==> config.mk <==
export PLATFORM = sky130hd
export DESIGN_NAME = apb_reg_subordinate
export DESIGN_NICKNAME = d
export VERILOG_FILES = /design/src/rtl/apb_sub_pkg.sv /design/src/rtl/apb_sub_regfile.sv /design/src/rtl/apb_reg_subordinate.sv
export SDC_FILE = /design/constraint.sdc
export NUM_CORES = 1
export LEC_CHECK = 0
export CAP_MARGIN = 20
export CORE_AREA = 2 2 242 244
export CTS_BUF_LIST = sky130_fd_sc_hd__clkbuf_8
export DETAILED_ROUTE_END_ITERATION = 10
export DIE_AREA = 0 0 244 246
export SYNTH_ARGS = -nofsm -noshare
export SYNTH_HDL_FRONTEND = slang
export SYNTH_SLANG_ARGS = --single-unit
export TNS_END_PERCENT = 5
==> constraint.sdc <==
create_clock -name clk -period 6.1 [get_ports clk]
set_clock_uncertainty 0.15 [all_clocks]
set_input_delay 1.22 -clock clk [delete_from_list [all_inputs] [get_ports clk]]
set_output_delay 1.22 -clock clk [all_outputs]
set_load 0.01 [all_outputs]
==> src/rtl/apb_sub_pkg.sv <==
// Shared types and sizing helpers for the APB register subordinate.
package apb_sub_pkg;

  typedef enum logic [0:0] {
    IDLE   = 1'b0,
    ACCESS = 1'b1
  } apb_state_e;

  localparam int CntWidth = 4;

  // A register index always needs at least one bit, even for a single-register bank.
  function automatic int clog2_min1(input int n);
    int w;
    w = $clog2(n);
    if (w < 1) begin
      w = 1;
    end else begin
      w = w;
    end
    return w;
  endfunction

endpackage

==> src/rtl/apb_sub_regfile.sv <==
// Register storage with byte-strobe write port and a read mux that
// substitutes hardware status for read-only registers.
module apb_sub_regfile
  import apb_sub_pkg::*;
#(
  parameter int DataWidth = 32,
  parameter int NumRegs = 8,
  parameter logic [NumRegs-1:0] RoMask = '0,
  parameter logic [DataWidth-1:0] ResetVal = '0,
  localparam int IdxW = clog2_min1(NumRegs),
  localparam int StrbW = DataWidth / 8
) (
  input  logic                           clk,
  input  logic                           reset,
  input  logic                           wr_en,
  input  logic [IdxW-1:0]                idx,
  input  logic [DataWidth-1:0]           wdata,
  input  logic [StrbW-1:0]               strb,
  input  logic [NumRegs*DataWidth-1:0]   hw_status,
  output logic [NumRegs*DataWidth-1:0]   regs,
  output logic [DataWidth-1:0]           rd_data
);

  for (genvar i = 0; i < NumRegs; i++) begin : g_reg
    if (RoMask[i]) begin : g_ro
      assign regs[i*DataWidth +: DataWidth] = hw_status[i*DataWidth +: DataWidth];
    end else begin : g_rw
      logic [DataWidth-1:0] data_r;
      logic                 unused_hw_s;
      assign unused_hw_s = ^hw_status[i*DataWidth +: DataWidth];

      // Strobe-qualified byte merge into this register.
      always_ff @(posedge clk) begin
        if (reset) begin
          data_r <= ResetVal;
        end else if (wr_en && (idx == IdxW'(i))) begin
          for (int b = 0; b < StrbW; b++) begin
            if (strb[b]) begin
              data_r[b*8 +: 8] <= wdata[b*8 +: 8];
            end
          end
        end
      end

      assign regs[i*DataWidth +: DataWidth] = data_r;
    end
  end

  // Read mux; indices beyond the bank read as zero.
  always_comb begin
    rd_data = {DataWidth{1'b0}};
    for (int i = 0; i < NumRegs; i++) begin
      rd_data = (idx == IdxW'(i)) ? regs[i*DataWidth +: DataWidth] : rd_data;
    end
  end

endmodule

==> src/rtl/apb_reg_subordinate.sv <==
// APB subordinate: setup/access FSM with wait states, address decode and
// error response in front of the register file.
module apb_reg_subordinate
  import apb_sub_pkg::*;
#(
  parameter int DataWidth = 32,
  parameter int AddrWidth = 32,
  parameter int ProtWidth = 4,
  parameter int NumRegs = 8,
  parameter int WaitStates = 0,
  parameter logic [NumRegs-1:0] RoMask = '0,
  parameter logic [DataWidth-1:0] ResetVal = '0
) (
  input  logic                           clk,
  input  logic                           reset,
  input  logic                           sel,
  input  logic                           enable,
  input  logic                           write,
  input  logic [AddrWidth-1:0]           addr,
  input  logic [DataWidth-1:0]           wData,
  input  logic [DataWidth/8-1:0]         strb,
  input  logic [ProtWidth-1:0]           prot,
  output logic                           ready,
  output logic [DataWidth-1:0]           rData,
  output logic                           subError,
  output logic [NumRegs*DataWidth-1:0]   regs,
  input  logic [NumRegs*DataWidth-1:0]   hw_status
);

  localparam int IdxW = clog2_min1(NumRegs);
  localparam int IdxW1 = IdxW + 1;
  localparam int DecW = IdxW + 2;
  localparam int RoExtW = 1 << IdxW;
  localparam logic [IdxW:0] NumRegsW = IdxW1'(NumRegs);
  localparam logic [RoExtW-1:0] RoMaskExt = RoExtW'(RoMask);
  localparam logic [CntWidth-1:0] CntOne = CntWidth'(1);
  localparam logic [CntWidth-1:0] CntLoad = CntWidth'(WaitStates);

  apb_state_e             state_r;
  logic [CntWidth-1:0]    cnt_r;
  logic [DecW-1:0]        addr_r;
  logic                   write_r;
  logic [DataWidth-1:0]   wdata_r;
  logic [DataWidth/8-1:0] strb_r;

  logic [IdxW-1:0]        idx_s;
  logic                   done_s;
  logic                   err_s;
  logic                   wr_en_s;
  logic [DataWidth-1:0]   rd_data_s;
  logic                   unused_s;

  // Upper address bits are decoded upstream and protection is not enforced here.
  assign unused_s = ^{prot, addr};

  // Transfer sequencing: setup latches the request, access counts down wait states.
  always_ff @(posedge clk) begin
    if (reset) begin
      state_r <= IDLE;
      cnt_r   <= {CntWidth{1'b0}};
      addr_r  <= {DecW{1'b0}};
      write_r <= 1'b0;
      wdata_r <= {DataWidth{1'b0}};
      strb_r  <= {(DataWidth/8){1'b0}};
    end else begin
      case (state_r)
        IDLE: begin
          if (sel && !enable) begin
            state_r <= ACCESS;
            cnt_r   <= CntLoad;
            addr_r  <= addr[DecW-1:0];
            write_r <= write;
            wdata_r <= wData;
            strb_r  <= strb;
          end
        end
        ACCESS: begin
          if (!sel) begin
            state_r <= IDLE;
          end else if (enable) begin
            if (cnt_r == {CntWidth{1'b0}}) begin
              state_r <= IDLE;
            end else begin
              cnt_r <= cnt_r - CntOne;
            end
          end
        end
        default: begin
          state_r <= IDLE;
        end
      endcase
    end
  end

  assign idx_s   = addr_r[2 +: IdxW];
  assign done_s  = (state_r == ACCESS) && sel && enable && (cnt_r == {CntWidth{1'b0}});
  assign wr_en_s = done_s && write_r && !err_s;

  // Misaligned, beyond the bank, or a write to a read-only register.
  always_comb begin
    err_s = (addr_r[1:0] != 2'b00) || ({1'b0, idx_s} >= NumRegsW) ||
            (write_r && RoMaskExt[idx_s]);
  end

  // Response gating: data and error are only driven in the completion cycle.
  always_comb begin
    ready = done_s;
    if (done_s) begin
      subError = err_s;
      rData    = (!write_r && !err_s) ? rd_data_s : {DataWidth{1'b0}};
    end else begin
      subError = 1'b0;
      rData    = {DataWidth{1'b0}};
    end
  end

  apb_sub_regfile #(
    .DataWidth (DataWidth),
    .NumRegs   (NumRegs),
    .RoMask    (RoMask),
    .ResetVal  (ResetVal)
  ) u_regfile (
    .clk       (clk),
    .reset     (reset),
    .wr_en     (wr_en_s),
    .idx       (idx_s),
    .wdata     (wdata_r),
    .strb      (strb_r),
    .hw_status (hw_status),
    .regs      (regs),
    .rd_data   (rd_data_s)
  );

endmodule

==> reports/summary.txt, run 1 <==
Drt first-iter violations: 641
Worst min-delay path class: flop to flop
Unique cell type count in the Yosys netlist: 48
Mean number of vias per cell: 4.731
Quantity of hold-fixing buffers added after cts: 0
Count of buffers inserted at the top-level ports: 335
Total of endpoints with negative setup slack in the final report: 0
Setup TNS: 0 ns
Worst voltage drop across the vdd grid: 0.1674 mV
H-tree depth: 2
Starting density of the core: 0.2382
Critical path fanouts, max: 13
Net switching component of the power: 1.056 mW
Clock latency at the later pin of the worst-skew pair: 0.64 ns
Crit path required time: 4.73 ns
Total clock buffers created by CTS: 55
Mapped Cells: 1389
Number of nets in the layout: 1999
Routed length per instance: 22.37 um
Clock-pin slew of the registers on the worst-case setup and hold paths: 0.06 ns
Antenna violations before repair: 0
Sequential share of power: 0.485
Die Height: 246 um
Worst-margin pin slew: 1.069 ns
Crit path DAT: 3.99 ns
R2R Path Start: addr_r[2]
Reg2reg setup slack: 2.46 ns
Internal power: 3.149 mW
Area growth from synthesis to layout: 36.54%
Share of layout cells above drive strength 1: 0.1214
Placer's final routability congestion estimate: 0.8181
Share of the yosys chip area belonging to registers: 0.4438
Max-cap viol count: 0
Global-route wire length before repair: 78620 um
Relative slew slack: 0.2774
Cell at the root of the clock tree: sky130_fd_sc_hd__clkbuf_8
Routed wire length: 55280 um
Total core area: 57370 sq um
Pin count of the biggest net entering global routing: 155
Critical path launch point type: primary input
Number of buffers on the longest clock path: 3
Leading cell type in the layout, fill and taps excluded: sky130_fd_sc_hd__clkdlybuf4s50_1
Final global-route overflow total: 0
Fillcell total: 5854
Number of synthesized register bits: 303
Critical path launch point: sel
Area of the die: 60020 sq um
RSZ-0062 raised after global routing: no
Most frequent cells in the layout: sky130_fd_sc_hd__clkdlybuf4s50_1, sky130_fd_sc_hd__dfxtp_1, sky130_fd_sc_hd__nor2_1
Hold Vio Cnt, Final: 0
TritonCTS clock tree: built
Static Leakage: 8.172 nW
Number of core rows: 88
Synth Cell Area: 13670 sq um
Net count after synthesis: 1723
Via count of the first global-routing pass: 11498
Number of flops mapped to enable cells by yosys: 0
Half-perimeter wire length after placement: 38250 um
Setup fix buffers added after clock tree synthesis: 0
Pins over their slew limit: 0
Pre-Repair DR Iteration Count: 5
Type of element capturing the critical path: output pin
Power per cell area: 225.3 nW/um^2
Number of routed nets with antenna violations: 0
Switching share of total power: 0.2511
Power share of the clock group: 0.472
Number of warnings printed during yosys synthesis: 0
Drc violations: 0
Total placed instance area: 17520 sq um
Vias post-DR: 11691
Run status: finished, final reports clean
Gates resized, CTS repair: 0
Share of synthesized flip-flops with an asynchronous set or reset: 0
Peak clock frequency supported by timing: 186.7 MHz
Clock sink total: 303
Period minus WS final: 5.357 ns
Boundary Pins: 623
Hold Crit Start: cnt_r[0]
Design area: 18660 sq um
Width of the chip: 244 um
Final period utilization: 0.8781
Comb power frac: 0.043
Syn Area/Cell: 9.839 sq um
Leading register cell type out of synthesis: sky130_fd_sc_hd__dfxtp_1
Global-route usage over all layers: 0.1774
Critical setup path kind: primary input to output pin
## Yosys cell counts, drive strengths merged (5+ instances only)
library cell / number / area share
o22ai: 25 / 0.011
dfxtp: 303 / 0.44
nor3b: 7 / 0.0046
inv: 8 / 0.0022
and3b: 10 / 0.0064
nor3: 8 / 0.0029
a221oi: 5 / 0.0032
mux4: 27 / 0.044
a21oi: 53 / 0.019
clkbuf: 89 / 0.025
mux2i: 270 / 0.20
nand2: 95 / 0.026
mux2: 25 / 0.021
nor2: 285 / 0.078
nand4: 30 / 0.032
buf: 43 / 0.020
a211oi: 22 / 0.018
nand3: 5 / 0.0018
o21ai: 37 / 0.014
## state kept, by name, indices dropped and copies added (netlist names)
signal,flops
wdata_r,32
cnt_r,4
strb_r,4
state_r,1
write_r,1
u_regfile.g.g_rw.data_r,256
addr_r,5
## logic make-up (layout without fill, tap and decap cells)
logic type / count (synthesis) / after routing / share of synthesized area
AND/OR/NAND/NOR: 464 / 464 / 0.1689
multiplexers: 322 / 322 / 0.2628
flip-flops: 303 / 303 / 0.4438
AO/OA/AOI/OAI: 157 / 157 / 0.07516
buffers and inverters: 140 / 456 / 0.04706
XOR/XNOR: 2 / 2 / 0.001282
adder cells (fa/ha/maj): 1 / 1 / 0.0009154
other: 0 / 1 / 0
## worst max-delay path, cell delays in order
cell and delay (ns):
sky130_fd_sc_hd__clkdlybuf4s50_1 0.58, sky130_fd_sc_hd__nand3_1 0.27, sky130_fd_sc_hd__nor4b_4 0.35, sky130_fd_sc_hd__buf_4 0.31
sky130_fd_sc_hd__o21ai_0 0.13, sky130_fd_sc_hd__a211oi_1 0.46, sky130_fd_sc_hd__clkdlybuf4s50_1 0.65
## cell type report
| type | count | area [sq um] | share of cell area |
|---|---|---|---|
| Multi-Input combinational cell | 946 | 6982 | 0.3741 |
| Sequential cell | 303 | 6077 | 0.3257 |
| Timing Repair Buffer | 351 | 3486 | 0.1868 |
| Tap cell | 765 | 957.2 | 0.05129 |
| Clock buffer | 68 | 935.9 | 0.05015 |
| Clock inverter | 29 | 190.2 | 0.01019 |
| Inverter | 8 | 30.03 | 0.001609 |
| Antenna cell | 1 | 2.502 | 0.0001341 |
## power groups by stage
stage / Combinational (mW) / Clock, mW / Sequential, mW
after floorplan: 0.139 / 0 / 2.04
after global placement: 0.180 / 0 / 2.08
after detailed placement: 0.180 / 0 / 2.08
after CTS: 0.181 / 2.05 / 2.04
after global routing: 0.192 / 2.12 / 2.04
final: 0.179 / 1.99 / 2.04
## metal layers
metal / global-route usage / up-vias / share of wire
met3: 0.08028 / 75 / 0.12
met1: 0.2273 / 5693 / 0.44
met4: 0.04968 / 0 / 0.021
met5: 0 / - / 0
li1: - / 5406 / -
met2: 0.2675 / 517 / 0.42
## path summary, 6_finish.rpt
kind | to | depth (start not counted)
hold reg to reg | cnt_r[0] | 2
setup / recovery | rData[0] | 7
setup reg to reg | u_regfile.g_reg[3].g_rw.data_r[9] | 6
hold / removal | cnt_r[0] | 2
## metrics by stage
stage	utilization	std cells	worst slack, ns	hold WS [ns]	power (mW)
after detailed placement	0.3054	2371	0.7454	0.3484	2.263
after CTS	0.3251	2468	0.7162	0.3556	4.267
after floorplan	-	1389	2.362	0.3074	2.178
after global placement	0.3054	2371	0.7317	0.3402	2.261
after global routing	0.3252	2470	0.5842	0.3937	4.353
final	0.3253	2471	0.7435	0.3659	4.205
No activity file was read; power rests on OpenSTA's default activity.
==> run 2: changes to the inputs <==
- CORE_AREA: 2 2 242 244 -> 2 2 241 243
- DIE_AREA: 0 0 244 246 -> 0 0 243 245
- clock period: 6.1 -> 4.7 ns (I/O delays scaled with it)
==> run 2 against run 1 <==
Effect of this change: power up 23%; first-iteration DRC count is 0.47% higher; setup slack worse by 0.61 ns; final area is essentially flat; via count decreased by 0.56%; flip-flop and latch count is the same; sequential power up 29%; critical path depth increased by 1; routed wire length shrank 5.2%; clock power up 15%; die area down 0.81%; largest power group unchanged.
==> reports/summary.txt, run 2 (synthesized netlist as in run 1, its figures left out) <==
Quantity of hold-fixing buffers added after cts: 0 (unchanged)
Total number of cells along the worst setup path: 8 (+1)
Final period utilization: 0.9709
Max-cap viol count: 0 (unchanged)
Period minus WS final: 4.563 ns
Final standard cell utilization of the core: 0.3271 (+0.001818)
Critical path launch point type: primary input
Kind of cell adding the most delay to the critical path: buffers and inverters
Clock sink total: 303 (unchanged)
Via count of the first global-routing pass: 11704 (+1.8%)
Antenna violations before repair: 3 (+3)
Critical setup path kind: primary input to output pin
Reg2reg setup slack: 1.61 ns (-0.85 ns)
Hold Vio Cnt, Final: 0 (unchanged)
CP Buf/Inv Count: 4 (+1)
Post-placement worst setup slack: 0.1815 ns (-0.5639 ns)
Relative slew slack: 0.3056 (+0.02814)
Non-filler instance count after layout: 2474 (+0.12%)
Routed length per instance: 21.17 um (-5.4%)
Leading cell type in the layout, fill and taps excluded: sky130_fd_sc_hd__clkdlybuf4s50_1
Total placed instance area: 17650 sq um (+0.75%)
Number of core rows: 88 (unchanged)
Largest registers in the final layout: u_regfile.g.g_rw.data_r: 256 flops, wdata_r: 32 flops, addr_r: 5 flops
Crit path DAT: 3.47 ns (-0.52 ns)
Vias post-DR: 11626 (-0.56%)
Die Height: 245 um (-0.41%)
Total of endpoints with negative setup slack in the final report: 0 (unchanged)
Number of buffers on the longest clock path: 3 (unchanged)
H-tree depth: 2 (unchanged)
Global-route wire length before repair: 76760 um (-2.4%)
Total clock buffers created by CTS: 53 (-3.6%)
Mean number of vias per cell: 4.699 (-0.68%)
Drt first-iter violations: 644 (+0.47%)
Setup fix buffers added after clock tree synthesis: 0 (unchanged)
Run status: finished, final reports clean
Half-perimeter wire length after placement: 36880 um (-3.6%)
Share of layout cells above drive strength 1: 0.1253 (+0.003885)
Crit path required time: 3.61 ns (-1.12 ns)
Area of the die: 59540 sq um (-0.81%)
Peak clock frequency supported by timing: 219.1 MHz
R2R Path Start: addr_r[3]
Largest register FFs: 256 (unchanged)
Overall power after layout: 5.176 mW (+23%)
Reg with most FFs: u_regfile.g.g_rw.data_r
Static Leakage: 8.184 nW (+0.14%)
Number of routed nets with antenna violations: 0 (unchanged)
Hold Crit Start: strb_r[1]
Total core area: 57030 sq um (-0.58%)
Most frequent cells in the layout: sky130_fd_sc_hd__clkdlybuf4s50_1, sky130_fd_sc_hd__dfxtp_1, sky130_fd_sc_hd__nor2_1
Placer's final routability congestion estimate: 0.8463 (+3.4%)
Design area: 18660 sq um (about the same)
Max stage delay on crit path: 0.63 ns (-0.02 ns)
Final global-route overflow total: 0 (unchanged)
Critical path fanouts, max: 20 (+7)
Width of the chip: 243 um (-0.41%)
Worst min-delay path class: flop to flop
RSZ-0062 raised after global routing: no
Cell with the largest stage delay on the worst path: sky130_fd_sc_hd__clkdlybuf4s50_1
TritonCTS clock tree: built
Global-route usage over all layers: 0.1706 (-0.006824)
Drc violations: 0 (unchanged)
Cell at the root of the clock tree: sky130_fd_sc_hd__clkbuf_8
Number of nets in the layout: 2007 (+0.40%)
Critical path launch point: sel
Instance count along the most critical hold path: 2 (unchanged)
Worst-margin pin slew: 1.037 ns (-0.03217 ns)
Boundary Pins: 623 (unchanged)
Final worst-path setup slack: 0.1366 ns (-0.6069 ns)
FF-to-FF path depth: 5 (-1)
Routed wire length: 52380 um (-5.2%)
Pre-Repair DR Iteration Count: 5 (unchanged)
Pins over their slew limit: 0 (unchanged)
Starting density of the core: 0.2396 (+0.001380)
Setup TNS: 0 ns (unchanged)
Clock latency at the later pin of the worst-skew pair: 0.63 ns (about the same)
Area growth from synthesis to layout: 36.51% (about the same)
Count of buffers inserted at the top-level ports: 335 (unchanged)
Final hold slack: 0.3662 ns (+0.0003590 ns)
Cell-by-cell trace of the critical path: clkdlybuf4s50_1, nand3_1, buf_4, nor4b_4, buf_12, o21ai_0, a211oi_1, clkdlybuf4s50_1
Worst voltage drop across the vdd grid: 0.1957 mV (+17%)
Power per cell area: 277.4 nW/um^2 (+23%)
Cell total after placement: 2381 (+0.42%)
Type of element capturing the critical path: output pin
Gates resized, CTS repair: 0 (unchanged)
Clock-pin slew of the registers on the worst-case setup and hold paths: 0.06 ns (about the same)
Most used cell along the critical path: sky130_fd_sc_hd__clkdlybuf4s50_1
Pin count of the biggest net entering global routing: 139 (-10%)
run 2: worst paths after layout:
path / endpoint
max: rData[0]
min: strb_r[1]
max reg2reg: u_regfile.g_reg[3].g_rw.data_r[1]
min reg2reg: strb_r[1]
run 2: layer usage:
layer  wire length [um]  GRT usage  vias up
li1                   -          -     5408
met1              23030     0.2144     5654
met2              22590     0.2621      475
met3               5179    0.07107       89
met4               1585    0.05936        0
met5                  0          0        -
run 2: final cells by class:
type                       instances  area, sq um
multi-input combinational        946         6995
inverter                           8        30.03
antenna                            1        2.502
sequential                       303         6077
fill                            5908        38380
timing repair buffer             361         3613
clock buffer                      63        867.1
clock inverter                    27        113.9
tap                              765        957.2
run 2: tightest hold or removal path, cell delays in order (launching register included):
cell and delay, ns:
sky130_fd_sc_hd__dfxtp_1 0.35, sky130_fd_sc_hd__nand2_1 0.07, sky130_fd_sc_hd__a21oi_1 0.06
run 2: report_power, final:
part | internal [mW] | switching [mW]
registers | 2.59 | 0.0540
clock network | 1.20 | 1.09
logic | 0.0939 | 0.151
total | 3.88 | 1.30
==> run 3: changes to the inputs <==
- GPL_TIMING_DRIVEN: not set -> 1
==> results of run 3 <==
Same layout as run 2: the final DEF is identical, and so are final timing and power.
